## src/rtl/mult_div_unit.sv

```systemverilog
// rtl/mult_div_unit.sv - iterative HI/LO multiply/divide unit (shift-add / restoring divide)
// Signed MULT/DIV via magnitude and sign fix-up is built only when MD_SIGNED_EN is defined.
module mult_div_unit #(
  parameter int WIDTH      = 32,
  parameter int ITERATIONS = WIDTH
) (
  input  logic             clk,
  input  logic             reset,
  input  logic             Start,
  input  logic [1:0]       MDOperation,
  input  logic [WIDTH-1:0] A,
  input  logic [WIDTH-1:0] B,
  input  logic             WriteHI,
  input  logic             WriteLO,
  input  logic [WIDTH-1:0] WriteData,
  output logic             Busy,
  output logic             Done,
  output logic             DivZero,
  output logic [WIDTH-1:0] HI,
  output logic [WIDTH-1:0] LO
);

  localparam int CW = (ITERATIONS > 1) ? $clog2(ITERATIONS) : 1;

  typedef enum logic [1:0] {IDLE, CALC, FIN} state_t;

  state_t             state, state_nxt;
  logic [CW-1:0]      cnt;
  logic [2*WIDTH-1:0] acc, acc_step, res;
  logic [WIDTH-1:0]   opd;
  logic               is_div;
  logic [WIDTH-1:0]   mag_a, mag_b;
  logic [WIDTH:0]     mul_sum, div_rem, div_diff;

`ifdef MD_SIGNED_EN
  logic sgn, neg_q, neg_r;
  assign sgn   = MDOperation[0];
  assign mag_a = (sgn && A[WIDTH-1]) ? -A : A;
  assign mag_b = (sgn && B[WIDTH-1]) ? -B : B;

  // neg_q flips product/quotient, neg_r gives the remainder the dividend's sign
  always_ff @(posedge clk or posedge reset) begin
    if (reset) begin
      neg_q <= 1'b0;
      neg_r <= 1'b0;
    end else if (state == IDLE && Start) begin
      neg_q <= sgn && (A[WIDTH-1] ^ B[WIDTH-1]);
      neg_r <= sgn && A[WIDTH-1];
    end
  end

  always_comb begin
    if (!is_div)
      res = neg_q ? -acc : acc;
    else
      res = {neg_r ? -acc[2*WIDTH-1:WIDTH] : acc[2*WIDTH-1:WIDTH],
             neg_q ? -acc[WIDTH-1:0]       : acc[WIDTH-1:0]};
  end
`else
  logic unused_op;
  assign unused_op = MDOperation[0];
  assign mag_a     = A;
  assign mag_b     = B;
  assign res       = acc;
`endif

  // Multiply: {product_hi, multiplier} shifts right; divide: {remainder, dividend} shifts left
  always_comb begin
    mul_sum  = {1'b0, acc[2*WIDTH-1:WIDTH]} + {1'b0, (acc[0] ? opd : '0)};
    div_rem  = acc[2*WIDTH-1:WIDTH-1];
    div_diff = div_rem - {1'b0, opd};
    if (!is_div)
      acc_step = {mul_sum, acc[WIDTH-1:1]};
    else if (!div_diff[WIDTH])
      acc_step = {div_diff[WIDTH-1:0], acc[WIDTH-2:0], 1'b1};
    else
      acc_step = {div_rem[WIDTH-1:0], acc[WIDTH-2:0], 1'b0};
  end

  always_comb begin
    state_nxt = state;
    case (state)
      IDLE:    if (Start) state_nxt = CALC;
      CALC:    if (cnt == '0) state_nxt = FIN;
      FIN:     state_nxt = IDLE;
      default: state_nxt = IDLE;
    endcase
  end

  always_ff @(posedge clk or posedge reset) begin
    if (reset) state <= IDLE;
    else       state <= state_nxt;
  end

  always_ff @(posedge clk or posedge reset) begin
    if (reset) begin
      cnt     <= '0;
      acc     <= '0;
      opd     <= '0;
      is_div  <= 1'b0;
      Done    <= 1'b0;
      DivZero <= 1'b0;
      HI      <= '0;
      LO      <= '0;
    end else begin
      Done <= 1'b0;
      case (state)
        IDLE: begin
          // A write coinciding with Start lands now and is overwritten at FIN
          if (WriteHI) HI <= WriteData;
          if (WriteLO) LO <= WriteData;
          if (Start) begin
            is_div  <= MDOperation[1];
            cnt     <= CW'(ITERATIONS - 1);
            DivZero <= MDOperation[1] && (B == '0);
            acc     <= MDOperation[1] ? {{WIDTH{1'b0}}, mag_a} : {{WIDTH{1'b0}}, mag_b};
            opd     <= MDOperation[1] ? mag_b : mag_a;
          end
        end
        CALC: begin
          acc <= acc_step;
          cnt <= cnt - CW'(1);
        end
        FIN: begin
          HI   <= res[2*WIDTH-1:WIDTH];
          LO   <= res[WIDTH-1:0];
          Done <= 1'b1;
        end
        default: ;
      endcase
    end
  end

  assign Busy = (state != IDLE);

endmodule
```

## config.mk

```make
export PLATFORM = sky130hd
export DESIGN_NAME = mult_div_unit
export DESIGN_NICKNAME = d
export VERILOG_FILES = /design/src/rtl/mult_div_unit.sv
export SDC_FILE = /design/constraint.sdc
export NUM_CORES = 1
export LEC_CHECK = 0
export BUFFER_PORTS_ARGS = -buffer_cell sky130_fd_sc_hd__buf_4
export CAP_MARGIN = 20
export CORE_MARGIN = 2
export CORE_UTILIZATION = 30
export CTS_CLUSTER_DIAMETER = 50
export CTS_CLUSTER_SIZE = 30
export DETAILED_ROUTE_END_ITERATION = 12
export PLACE_DENSITY = 0.57
export SLEW_MARGIN = 10
export SYNTH_ARGS = -nofsm -noshare
export SYNTH_HDL_FRONTEND = slang
export SYNTH_SLANG_ARGS = --single-unit
```

## constraint.sdc

```tcl
create_clock -name clk -period 5.5 [get_ports clk]
set_clock_uncertainty 0.1 [all_clocks]
set_input_delay 0.55 -clock clk [delete_from_list [all_inputs] [get_ports clk]]
set_output_delay 0.55 -clock clk [all_outputs]
set_load 0.02 [all_outputs]
```

=== Word-level counts from Yosys, hierarchy flattened ===
Index checks and enable logic that the tools add are counted.

* Register bits after elaboration: 170
* Input port bits: 103
* Output and inout bits: 67
* Word-level logic and storage cells: 47

* $add $sub $neg: 3
* Equal/unequal tests: 6
* Multiplexer cells: 17
* Reduce and logical (&&, ||, !) cells: 12

{| class="wikitable"
|+ Operators by type and width
! operator !! number
|-
| 64-bit 2-to-1 mux || 3
|-
| 32-bit 2-to-1 mux || 5
|-
| 32-bit case mux with 2 select lines || 2
|-
| 64-bit case mux with 2 select lines || 1
|-
| 32-bit by 32-bit adder with 33-bit output || 1
|-
| 33-bit by 32-bit subtractor with 33-bit output || 1
|-
| 32-bit zero test || 1
|-
| 5-bit case mux with 2 select lines || 1
|-
| 2-bit AND reduction || 5
|-
| 2-bit != test (second input constant) || 4
|-
| 2-bit nonzero test || 3
|-
| 5-bit zero test || 1
|-
| 5-bit 2-to-1 mux || 1
|-
| 5-bit by 1-bit subtractor with 5-bit output (second input constant) || 1
|-
| 2-bit 2-to-1 mux || 2
|-
| 2-bit case mux with 2 select lines || 1
|-
| 2-bit by 1-bit == test with 1-bit output (second input constant) || 1
|-
| 2-bit == test (second input constant) || 1
|-
| 2-bit zero test || 1
|-
| 1-bit logical AND || 1
|-
| 1-bit 2-to-1 mux || 1
|}

=== Logic depth before layout (Yosys ltp) ===
Gate-level depths: netlist of the first run.

* Depth in word-level cells: 4
* Mapped depth: 15
* Mapped depth without buffers: 14

=== Worst setup path after synthesis of the first run ===
OpenSTA, ideal clock, no wires.

* Path type: flip-flop to flip-flop
* Start point: reg acc[0]
* End point: reg acc[57]
* Library setup time: 126 ps
* Data arrival time: 3107 ps
* Required time: 5274 ps
* Setup slack: 2167 ps
* Stages on the path, launching flop included: 16
* Path buffers: 1
* Period minus slack after synthesis: 3333 ps
* Cells stage by stage: dfrtp_1 clkbuf_1 and2_1 ha_1 inv_1 fa_1 nand2b_1 a21oi_1 o21ai_0 a211oi_1 nor3_1 or2_2 o21ai_0 xnor2_1 nor2_1 a221o_1

* Longest elaborated chain between the ends: 4

{| class="wikitable"
|+ Ends and longest elaborated chain
! what !! RTL line !! source
|-
| start: declaration || 29 || <nowiki>logic [2*WIDTH-1:0] acc, acc_step, res;</nowiki>
|-
| start signal: assignment || 116 || <nowiki>acc <= MDOperation[1] ? {{WIDTH{1'b0}}, mag_a} : {{WIDTH{1'b0}}, mag_b};</nowiki>
|-
| start signal: assignment || 121 || <nowiki>acc <= acc_step;</nowiki>
|-
| 32-bit 2-to-1 mux || 69 || <nowiki>mul_sum = {1'b0, acc[2*WIDTH-1:WIDTH]} + {1'b0, (acc[0] ? opd : '0)};</nowiki>
|-
| 32-bit by 32-bit adder with 33-bit output || 69 ||
|-
| 64-bit 2-to-1 mux || 72 || <nowiki>if (!is_div)</nowiki>
|-
| 64-bit case mux with 2 select lines || 107 || <nowiki>case (state)</nowiki>
|}

No other way between the ends.
A chain may end at the register's enable or synchronous reset.

=== Worst setup path in the final report of the first run ===
* Start point: reg acc[31]
* End point: reg acc[50]

* Longest elaborated chain between the ends: 4

{| class="wikitable"
|+ Ends and longest elaborated chain
! what !! RTL line !! source
|-
| 33-bit by 32-bit subtractor with 33-bit output || 71 || <nowiki>div_diff = div_rem - {1'b0, opd};</nowiki>
|-
| 64-bit 2-to-1 mux || 74 || <nowiki>else if (!div_diff[WIDTH])</nowiki>
|-
| 64-bit 2-to-1 mux || 72 ||
|-
| 64-bit case mux with 2 select lines || 107 ||
|}

No other way between the ends.

==> results of run 1 <==
[per-layer routing]
layer  part of all wire, %  GRT usage (%)
met1                    47          24.97
met2                    47          29.94
met3                   4.8          3.547
met4                   1.8          4.674
met5                     0              0
[sequential cells by signal, indices dropped and copies added, names as in the netlist]
signal,flops
DivZero,1
Done,1
HI,32
LO,32
acc,64
cnt,5
is_div,1
opd,32
state,2
[how the worst max path moves through the flow]
stage,startpoint,to,cells after the start
after global routing,acc[31],acc[50],13
after global placement,acc[46],acc[50],11
final,acc[31],acc[50],13
after detailed placement,acc[31],acc[50],13
after CTS,acc[31],acc[50],13
after floorplan,reset,DivZero,1
[power groups by stage]
stage	Clock, mW	Sequential (mW)	Combinational (mW)
6_report	1.17	2.52	5.87
5_1_grt	1.24	2.61	6.54
4_1_cts	1.19	2.53	5.85
3_5_place_dp	0	2.55	5.82
3_3_place_gp	0	2.54	5.73
2_1_floorplan	0	2.54	4.06
[cells in the mapped netlist, types with 3 or more instances]
| cell type | n |
|---|---|
| and3_1 | 8 |
| xnor2_1 | 29 |
| and2_1 | 36 |
| o21ai_1 | 24 |
| a221o_1 | 5 |
| o21bai_1 | 7 |
| a211oi_1 | 7 |
| mux2i_1 | 100 |
| nor2_1 | 47 |
| or2_2 | 4 |
| buf_1 | 13 |
| nand2_1 | 175 |
| a22oi_1 | 18 |
| nand3_1 | 20 |
| o211ai_1 | 41 |
| nand4_1 | 7 |
| ha_1 | 66 |
| a21oi_1 | 133 |
| clkbuf_1 | 58 |
| nor3_1 | 10 |
| nor2b_1 | 40 |
| a31oi_1 | 12 |
| dfrtp_1 | 170 |
| or2_1 | 3 |
| xor2_1 | 22 |
| nor4_1 | 8 |
| o31ai_1 | 3 |
| nand2b_1 | 9 |
| nor4b_1 | 3 |
| o21ai_0 | 155 |
| o21a_1 | 6 |
| a21boi_0 | 6 |
| o221ai_1 | 3 |
| inv_1 | 52 |
| a21o_1 | 27 |
[area by class of cell]
type,count,share of cell area (%)
Clock inverter,14,0.7989
Clock buffer,18,3.116
Multi-Input combinational cell,1073,49.92
Sequential cell,170,30.19
Tap cell,518,4.598
Inverter,52,1.420
Timing Repair Buffer,187,9.959
[cells by family (layout without fill, tap and decap cells)]
group / Yosys count / count (layout) / share of synthesized area, %
multiplexers: 100 / 100 / 8.546
flip-flops: 170 / 170 / 36.32
AO/OA/AOI/OAI: 476 / 476 / 24.57
buffers and inverters: 125 / 271 / 4.027
adder cells (fa/ha/maj): 68 / 68 / 7.392
XOR/XNOR: 52 / 52 / 3.953
AND/OR/NAND/NOR: 377 / 377 / 15.19
==> metrics, run 1 <==
Hold Buf Count CTS=0; initial core utilization=30.38%; clock sink count=170; Post-layout nets=1672; DIE WIDTH=201.6 um; FF-to-FF setup slack=1.46 ns; Worst Max-Slew Pin Slew=1.052 ns; antenna violations before repair=0; #FFs+latches synth=170; sw frac=48.93%; fmax=247.8 MHz; vias=10530; Synth top area share=36.32%; first-pass GRT wire length=58730 um; fraction of the cycle the final worst path needs=73.38%; Antenna Violating Nets Remaining=0; DR DRC count=0; Internal=4.886 mW; crit end category=flip-flop; top cells by area, synth=dfrtp_1 36%, mux2i_1 8.5%, ha_1 7.1%, o21ai_0 6.6%, a21oi_1 5.7%; synthesized area=0.01171 mm2; top_reg_cell synth=dfrtp_1; critical path data required time=5.72 ns; largest area contributor in the netlist=dfrtp_1; R2R cell count=13; Max-Cap Viols=0; TritonRoute pass-1 iters=5; post-synthesis cell count=1368; minimum clock period=4.036 ns; register area share after synthesis=36.32%; Worst slew margin=29.71%; Filler Cells Inserted=4024; worst hold slack=0.08798 ns; worst path bufs/invs=2; IO Pins=170; most common cell after layout, fill and taps aside=buf_4; H-tree depth=4; post-CTS setup buffers=0; GRT Total Usage=18.37%; CP max-delay cell=dfrtp_1; pre-CTS setup slack=1.499 ns; Leak=6.515 nW; fin cells=2032; Clock power frac=12.2%; PnR worst setup slack=1.464 ns; Crit Reg-Reg Startpoint=acc[31]; GRT overflow=0; most used cell, CP=o31ai_4; Netlist cell types=64; largest delay contributor family on the critical path=compound AO/OA/AOI/OAI gates; CTS tree=built; die height=201.6 um; PwrDens=678.8 mW/mm2; CTS resizes=0; pin count of the biggest net entering global routing=79; P&R area growth vs syn=20.35%; worst min path class=input port to asynchronous set/reset pin; Finished Cell Area=0.01410 mm2; clock latency on the worst-skew pair=0.45 ns; Final Max Tran Viols=0; final hold violations=0; critical path class=flip-flop to flip-flop; Synth Warn #=0; area of the multi-input gates=0.007037 mm2; Reg2Reg Capture Point=acc[50]; Final GP Congestion=0.8733; ys async rst share=100.0%; combinational share of power=61.4%; syn avg cell area=8.562 um2; Worst-path clk slew=0.07 ns; Buffers on Ports=168; Final Power=9.568 mW; placed cell count=1999; Final Setup Violations=0; RSZ-0062 raised after global routing=false; DRT iter0 DRCs=716; Worst Path Max Fanout=46; vias in the first global route=10300; TritonCTS buffer count=17; worst-path cell chain=inv_1 > ha_1 > fa_1 > nor2b_1 > o31a_1 > o31ai_4 > o221ai_2 > a31oi_4 > o31ai_4 > xnor2_4 > buf_4 > o21ai_1 > a221o_1; n_diodes=0; Placed Area=0.01354 mm2; Root Driver=clkbuf_16; share of cells above drive strength 1=15.92%; critical path arrival=4.26 ns; Vias per Instance=5.183; most frequent cells in the layout=187 x buf_4, 174 x nand2_1, 169 x dfrtp_1; Sequential Power Share=26.4%; wire length per cell=18.38 um; status=complete, no violations; die area=0.04064 mm2; FF/Latch Area=0.004255 mm2; CTS Buffer Depth=2; worst IR drop on VDD=0.3649 mV; TNS Setup=0 ns; Final Core Density=36.56%; core area=0.03856 mm2; Cell Rows=72; crit path launch type=flip-flop; Post-synth EDFFs=0; Psw=4.682 mW; syn_nets=1539; Post-DP HPWL=28020 um; Post-Route WL=37360 um; Crit path largest cell delay=0.47 ns
No activity file was read; power rests on OpenSTA's default activity.
==> run 2: changes to the inputs <==
Clock period 5.5 ns to 3.28 ns, I/O delays scaled along.
==> run 2 against run 1 <==
  * Critical path type unchanged
  * Critical endpoint unchanged
  * Largest power group unchanged
  * Highest routed layer unchanged
  * Hold slack improved by 0.0042 ns
  * First-iteration DRC count increased by 7.1%
  * Power increased by 100%
  * The flow now finishes with violations (setup timing)
  * Largest cell class unchanged
  * Global-route usage increased by 0.81 points
  * Non-clock buffer count increased by 142
  * Sequential share of layout area decreased by 3.3 points
  * Utilization increased by 4.4 points
==> metrics, run 2 (synthesized netlist as in run 1, its figures left out) <==
Cell Rows=72 (unchanged); P&R area growth vs syn=34.94%; vias in the first global route=10830 (+5.1%); Reg2Reg Capture Point=acc[50]; hold_sp=A[18]; placed cell count=2124 (+6.3%); Vias per Instance=5.166 (-0.34%); RSZ-0062 raised after global routing=true; n_diodes=0 (unchanged); Antenna Violating Nets Remaining=0 (unchanged); pre-CTS setup slack=-0.2550 ns (-1.754 ns); most frequent cells in the layout=309 x buf_4, 171 x nand2_1, 168 x dfrtp_1; worst IR drop on VDD=0.6218 mV (+70%); GRT overflow=0 (unchanged); fmax=303.1 MHz (+22%); worst min path class=input port to flip-flop; Crit path largest cell delay=0.38 ns (-0.09 ns); Sequential Power Share=20.8% (-5.6 points); Clock power frac=11.1% (-1.1 points); Root Driver=clkbuf_16; Biggest register=acc; Max-Cap Viols=0 (unchanged); Crit Reg-Reg Startpoint=acc[31]; FF/Latch Area=0.004257 mm2 (about the same); Hold Path End=opd[18]; CP max-delay cell=dfrtp_1; DRT iter0 DRCs=767 (+7.1%); antenna violations before repair=0 (unchanged); Post-DP HPWL=30190 um (+7.7%); Worst Max-Slew Pin Slew=0.8561 ns (-0.1958 ns); share of cells above drive strength 1=27.10% (+11 points); GRT Total Usage=19.18% (+0.81 points); Psw=8.928 mW (+91%); sw frac=45.90% (-3.0 points); Buffers on Ports=168 (unchanged); worst-path cell chain=inv_1 > ha_2 > fa_2 > nor2b_4 > o31a_1 > o31ai_4 > o221ai_4 > a31oi_4 > o31ai_4 > buf_6 > xnor2_4 > buf_12 > buf_6 > nand2_1 > o21ai_1 > a221o_1; Filler Cells Inserted=3939 (-2.1%); DIE WIDTH=201.6 um (unchanged); Final Setup Violations=1 (+1); area of the multi-input gates=0.007456 mm2 (+6.0%); combinational share of power=68.0% (+6.6 points); Post-Route WL=39830 um (+6.6%); TritonCTS buffer count=17 (unchanged); status=complete, but fails checks; Min-Delay Path Depth=3; critical path data required time=3.50 ns (-2.22 ns); first-pass GRT wire length=61270 um (+4.3%); TritonRoute pass-1 iters=5 (unchanged); FF-to-FF setup slack=-0.02 ns (-1.48 ns); Post-layout nets=1815 (+8.6%); Final GP Congestion=0.9121 (+4.4%); die height=201.6 um (unchanged); PnR worst setup slack=-0.01872 ns (-1.483 ns); pin count of the biggest net entering global routing=83 (+5.1%); clock latency on the worst-skew pair=0.44 ns (about the same); most common cell after layout, fill and taps aside=buf_4; Worst slew margin=42.81% (+13 points); clock sink count=170 (unchanged); initial core utilization=30.38% (unchanged); Leak=7.360 nW (+13%); Internal=10.52 mW (+120%); CTS Buffer Depth=2 (unchanged); DR DRC count=0 (unchanged); crit end category=flip-flop; minimum clock period=3.299 ns (-0.7370 ns); failing checks=setup timing; fin cells=2175 (+7.0%); CTS tree=built; number of flip-flops in the largest register=64 (unchanged); IO Pins=170 (unchanged); fraction of the cycle the final worst path needs=100.6% (+27 points); TNS Setup=-0.01872 ns (-0.01872 ns); Worst-path clk slew=0.07 ns (about the same); R2R cell count=16 (+3); critical path class=flip-flop to flip-flop; critical path arrival=3.52 ns (-0.74 ns); crit path launch type=flip-flop; core area=0.03856 mm2 (unchanged); Final Max Tran Viols=0 (unchanged); H-tree depth=4 (unchanged); wire length per cell=18.31 um (-0.40%); PwrDens=1231 mW/mm2 (+81%); Worst Path Max Fanout=8 (-83%); die area=0.04064 mm2 (unchanged); vias=11240 (+6.7%); final hold violations=0 (unchanged)
==> run 2: power groups by stage <==
stage                     registers (mW)  logic, mW  clock network [mW]
after CTS                           4.03       12.3                2.20
final                               4.05       13.2                2.17
after detailed placement            4.05       11.7                   0
after floorplan                     4.25       6.81                   0
after global placement              4.03       11.5                   0
after global routing                4.19       14.5                2.28
==> run 2: worst max-delay path, delay by kind of cell (launching register included) <==
family / cells / cell delay (ns)
buffers and inverters: 4 / 0.51
AND/OR/NAND/NOR: 2 / 0.11
flip-flops: 1 / 0.38
XOR/XNOR: 1 / 0.12
adder cells (fa/ha/maj): 2 / 0.41
AO/OA/AOI/OAI: 7 / 1.54
==> run 2: cell type report <==
| type | count | share of cell area (%) |
|---|---|---|
| well taps | 518 | 4.101 |
| repair buffers | 329 | 16.67 |
| flip-flops and latches | 170 | 26.93 |
| inverters | 52 | 1.259 |
| clock inverters | 12 | 0.9737 |
| multi-input cells | 1074 | 47.17 |
| clock buffers | 20 | 2.889 |
==> run 2: worst max path at each step <==
stage / start / to / slack [ns] / cells past startpoint
6_report: acc[31] / acc[50] / -0.02 / 16
5_1_grt: acc[31] / acc[50] / -0.13 / 16
4_1_cts: acc[31] / acc[44] / -0.11 / 16
3_5_place_dp: acc[31] / acc[50] / -0.25 / 14
3_3_place_gp: acc[31] / acc[50] / -0.19 / 14
2_1_floorplan: acc[0] / acc[57] / 0.0008 / 15
==> run 2: through the flow <==
stage	cell area, um2	hold slack, ns	util, %	total power, mW
2_1_floorplan	11720	0.3632	-	11.07
3_3_place_gp	14550	0.3644	37.73	15.53
3_5_place_dp	14550	0.3715	37.73	15.72
4_1_cts	15360	0.08231	39.83	18.54
5_1_grt	15810	0.09799	40.99	20.93
6_report	15810	0.09218	40.99	19.45
==> run 2: metal layers <==
metal | share of wire (%) | global-route usage, %
met4 | 2.3 | 4.832
met1 | 46 | 26.46
met3 | 5.2 | 2.964
met5 | 0 | 0
met2 | 47 | 31.38
==> run 2: what timing repair did <==
action,CTS,global route
buffers inserted,8,9
pin swaps,17,32
endpoints found under the hold margin,30,0
hold buffers,1,0
setup endpoints to repair,33,33
gates cloned,1,1
resized for setup,30,77
==> run 3: changes to the inputs <==
Settings changed: BUFFER_PORTS_ARGS -buffer_cell sky130_fd_sc_hd__buf_4 to not set, DONT_BUFFER_PORTS set to 1, PLACE_DENSITY 0.57 to 0.53.
==> run 3 against run 2 <==
  * The flow still finishes with violations (setup timing)
  * Hold slack got worse by 0.086 ns
  * Power fell by 4.5%
  * Setup slack got worse by 0.0037 ns
==> metrics, run 3 (synthesized netlist as in run 1, its figures left out) <==
status=complete, but fails checks; failing checks=setup timing; Crit path largest cell delay=0.42 ns (+0.04 ns); vias in the first global route=10310 (-4.8%); clock sink count=170 (unchanged); CP max-delay cell=dfrtp_1; DIE WIDTH=201.6 um (unchanged); crit end category=flip-flop; pre-CTS setup slack=-0.1975 ns (+0.05748 ns); die area=0.04064 mm2 (unchanged); P&R area growth vs syn=25.14%; die height=201.6 um (unchanged); fmax=302.8 MHz (-0.11%); CP Launch Point=opd[0]; Worst slew margin=35.28% (-7.5 points); vias=10710 (-4.7%); antenna violations before repair=2 (+2); placed cell count=1948 (-8.3%); DRT iter0 DRCs=791 (+3.1%); critical path arrival=3.53 ns (about the same); FF/Latch Area=0.004258 mm2 (about the same); Post-layout nets=1656 (-8.8%); IO Pins=170 (unchanged); Filler Cells Inserted=4016 (+2.0%); area of the multi-input gates=0.007476 mm2 (+0.27%); GRT Total Usage=19.09% (-0.088 points); Vias per Instance=5.311 (+2.8%); H-tree depth=4 (unchanged); fin cells=2016 (-7.3%); Antenna Violating Nets Remaining=0 (unchanged); Final GP Congestion=0.8691 (-4.7%); TritonRoute pass-1 iters=5 (unchanged); PwrDens=1267 mW/mm2 (+2.9%); fraction of the cycle the final worst path needs=100.7% (+0.11 points); pin count of the biggest net entering global routing=97 (+17%); crit path capture=acc[57]; most frequent cells in the layout=168 x nand2_1, 167 x dfrtp_1, 151 x o21ai_0; CTS tree=built; Post-Route WL=40020 um (+0.47%); GRT overflow=0 (unchanged); worst min path class=input port to flip-flop; critical path data required time=3.50 ns (about the same); Final Setup Violations=3 (+2); worst IR drop on VDD=0.6136 mV (-1.3%); wire length per cell=19.85 um (+8.4%); Final Core Density=38.01% (-3.0 points); worst-path cell chain=ha_4 > fa_2 > nor2b_2 > o31a_1 > o31ai_4 > o221ai_4 > a31oi_4 > o31ai_4 > xnor2_4 > buf_6 > buf_6 > nand2_1 > o21ai_1 > a221o_1; RSZ-0062 raised after global routing=true; final hold violations=0 (unchanged); core area=0.03856 mm2 (unchanged); Worst Max-Slew Pin Slew=0.9619 ns (+0.1059 ns); most common cell after layout, fill and taps aside=nand2_1; n_diodes=0 (unchanged); Reg2Reg Capture Point=acc[57]; Placed Area=0.01322 mm2 (-9.2%); TritonCTS buffer count=17 (unchanged); Worst Path Max Fanout=7 (-1); number of flip-flops in the largest register=64 (unchanged); Leak=6.555 nW (-11%); Final Max Tran Viols=0 (unchanged); Cell Rows=72 (unchanged); crit path launch type=flip-flop; Biggest register=acc; CTS Buffer Depth=2 (unchanged); Finished Cell Area=0.01466 mm2 (-7.3%); Root Driver=clkbuf_16; clock latency on the worst-skew pair=0.45 ns (about the same); Buffers on Ports=0 (-100%); FF-to-FF setup slack=-0.02 ns (about the same); Worst-path clk slew=0.07 ns (about the same); R2R cell count=14 (-2); first-pass GRT wire length=60860 um (-0.67%); share of cells above drive strength 1=18.83% (-8.3 points); critical path class=flip-flop to flip-flop; PnR worst setup slack=-0.02245 ns (-0.003728 ns); Max-Cap Viols=0 (unchanged); cell depth of the worst setup path=14 (-2); DR DRC count=0 (unchanged); minimum clock period=3.302 ns (+0.003728 ns); worst path bufs/invs=2 (-2); initial core utilization=30.38% (unchanged); largest delay contributor family on the critical path=compound AO/OA/AOI/OAI gates; Post-DP HPWL=29740 um (-1.5%); Crit Reg-Reg Startpoint=opd[0]
-- run 3: cell types whose count changed in the layout (fill, tap and decap cells not counted), moves of 3 or more --
cell / delta
buf_4: -177
o21ai_2: +3
nand2_1: -3
dlygate4sd3_1: +19
inv_6: +3
buf_6: +5
o21ai_1: -4
-- run 3: stage by stage --
step	power (mW)	hold WS, ns	TNS (ns)
5_1_grt	19.99	0.005516	-1.800
4_1_cts	17.55	0.001477	-0.008661
6_report	18.57	0.006521	-0.04747
2_1_floorplan	11.07	0.3632	0
3_3_place_gp	14.73	0.2741	-0.6835
3_5_place_dp	14.90	0.2759	-1.453
-- run 3: how the worst min path moves through the flow --
| stage | from | to | slack [ns] | cells past startpoint |
|---|---|---|---|---|
| after floorplan | opd[27] | opd[27] | 0.36 | 2 |
| after global placement | reset | HI[2] | 0.27 | 1 |
| after detailed placement | reset | HI[28] | 0.28 | 1 |
| after CTS | B[29] | opd[29] | 0.001 | 2 |
| after global routing | A[21] | opd[21] | 0.006 | 2 |
| final | A[22] | opd[22] | 0.007 | 2 |
-- run 3: power breakdown --
| group | total [mW] | switching (mW) | internal [mW] |
|---|---|---|---|
| clock | 2.21 | 0.971 | 1.24 |
| sequential | 4.62 | 1.50 | 3.12 |
| combinational | 11.7 | 6.32 | 5.41 |
-- run 3: final cells by class --
cell class                      count  area share [%]
Inverter                           52           1.357
Timing Repair Buffer              171           9.911
Multi-Input combinational cell   1073           51.01
Clock buffer                       18           2.996
Tap cell                          518           4.422
Sequential cell                   170           29.05
Clock inverter                     14           1.255
-- run 3: routing by layer --
metal	share of wire (%)	track usage [%]	vias up	wire length [um]
met2	47	31.00	258	18800
met3	4.7	3.369	38	1883
met4	1.4	3.860	2	573
li1	-	-	5163	-
met5	0.047	0	-	19
met1	47	26.63	5246	18750
-- run 3: timing repair --
action	4_1_cts	5_1_grt
gates cloned	0	1
pin swaps	8	36
endpoints found under the hold margin	40	0
setup endpoints to repair	26	33
resized for setup	24	89
hold buffers	20	0
setup buffers	9	6
-- run 3: worst register-to-register path, cell delays in order, from the launching register on --
cell and delay [ns]:
dfrtp_1 0.42, ha_4 0.18, fa_2 0.35, nor2b_2 0.15
o31a_1 0.25, o31ai_4 0.11, o221ai_4 0.25, a31oi_4 0.17
o31ai_4 0.37, xnor2_4 0.11, buf_6 0.16, buf_6 0.14
nand2_1 0.06, o21ai_1 0.07, a221o_1 0.32
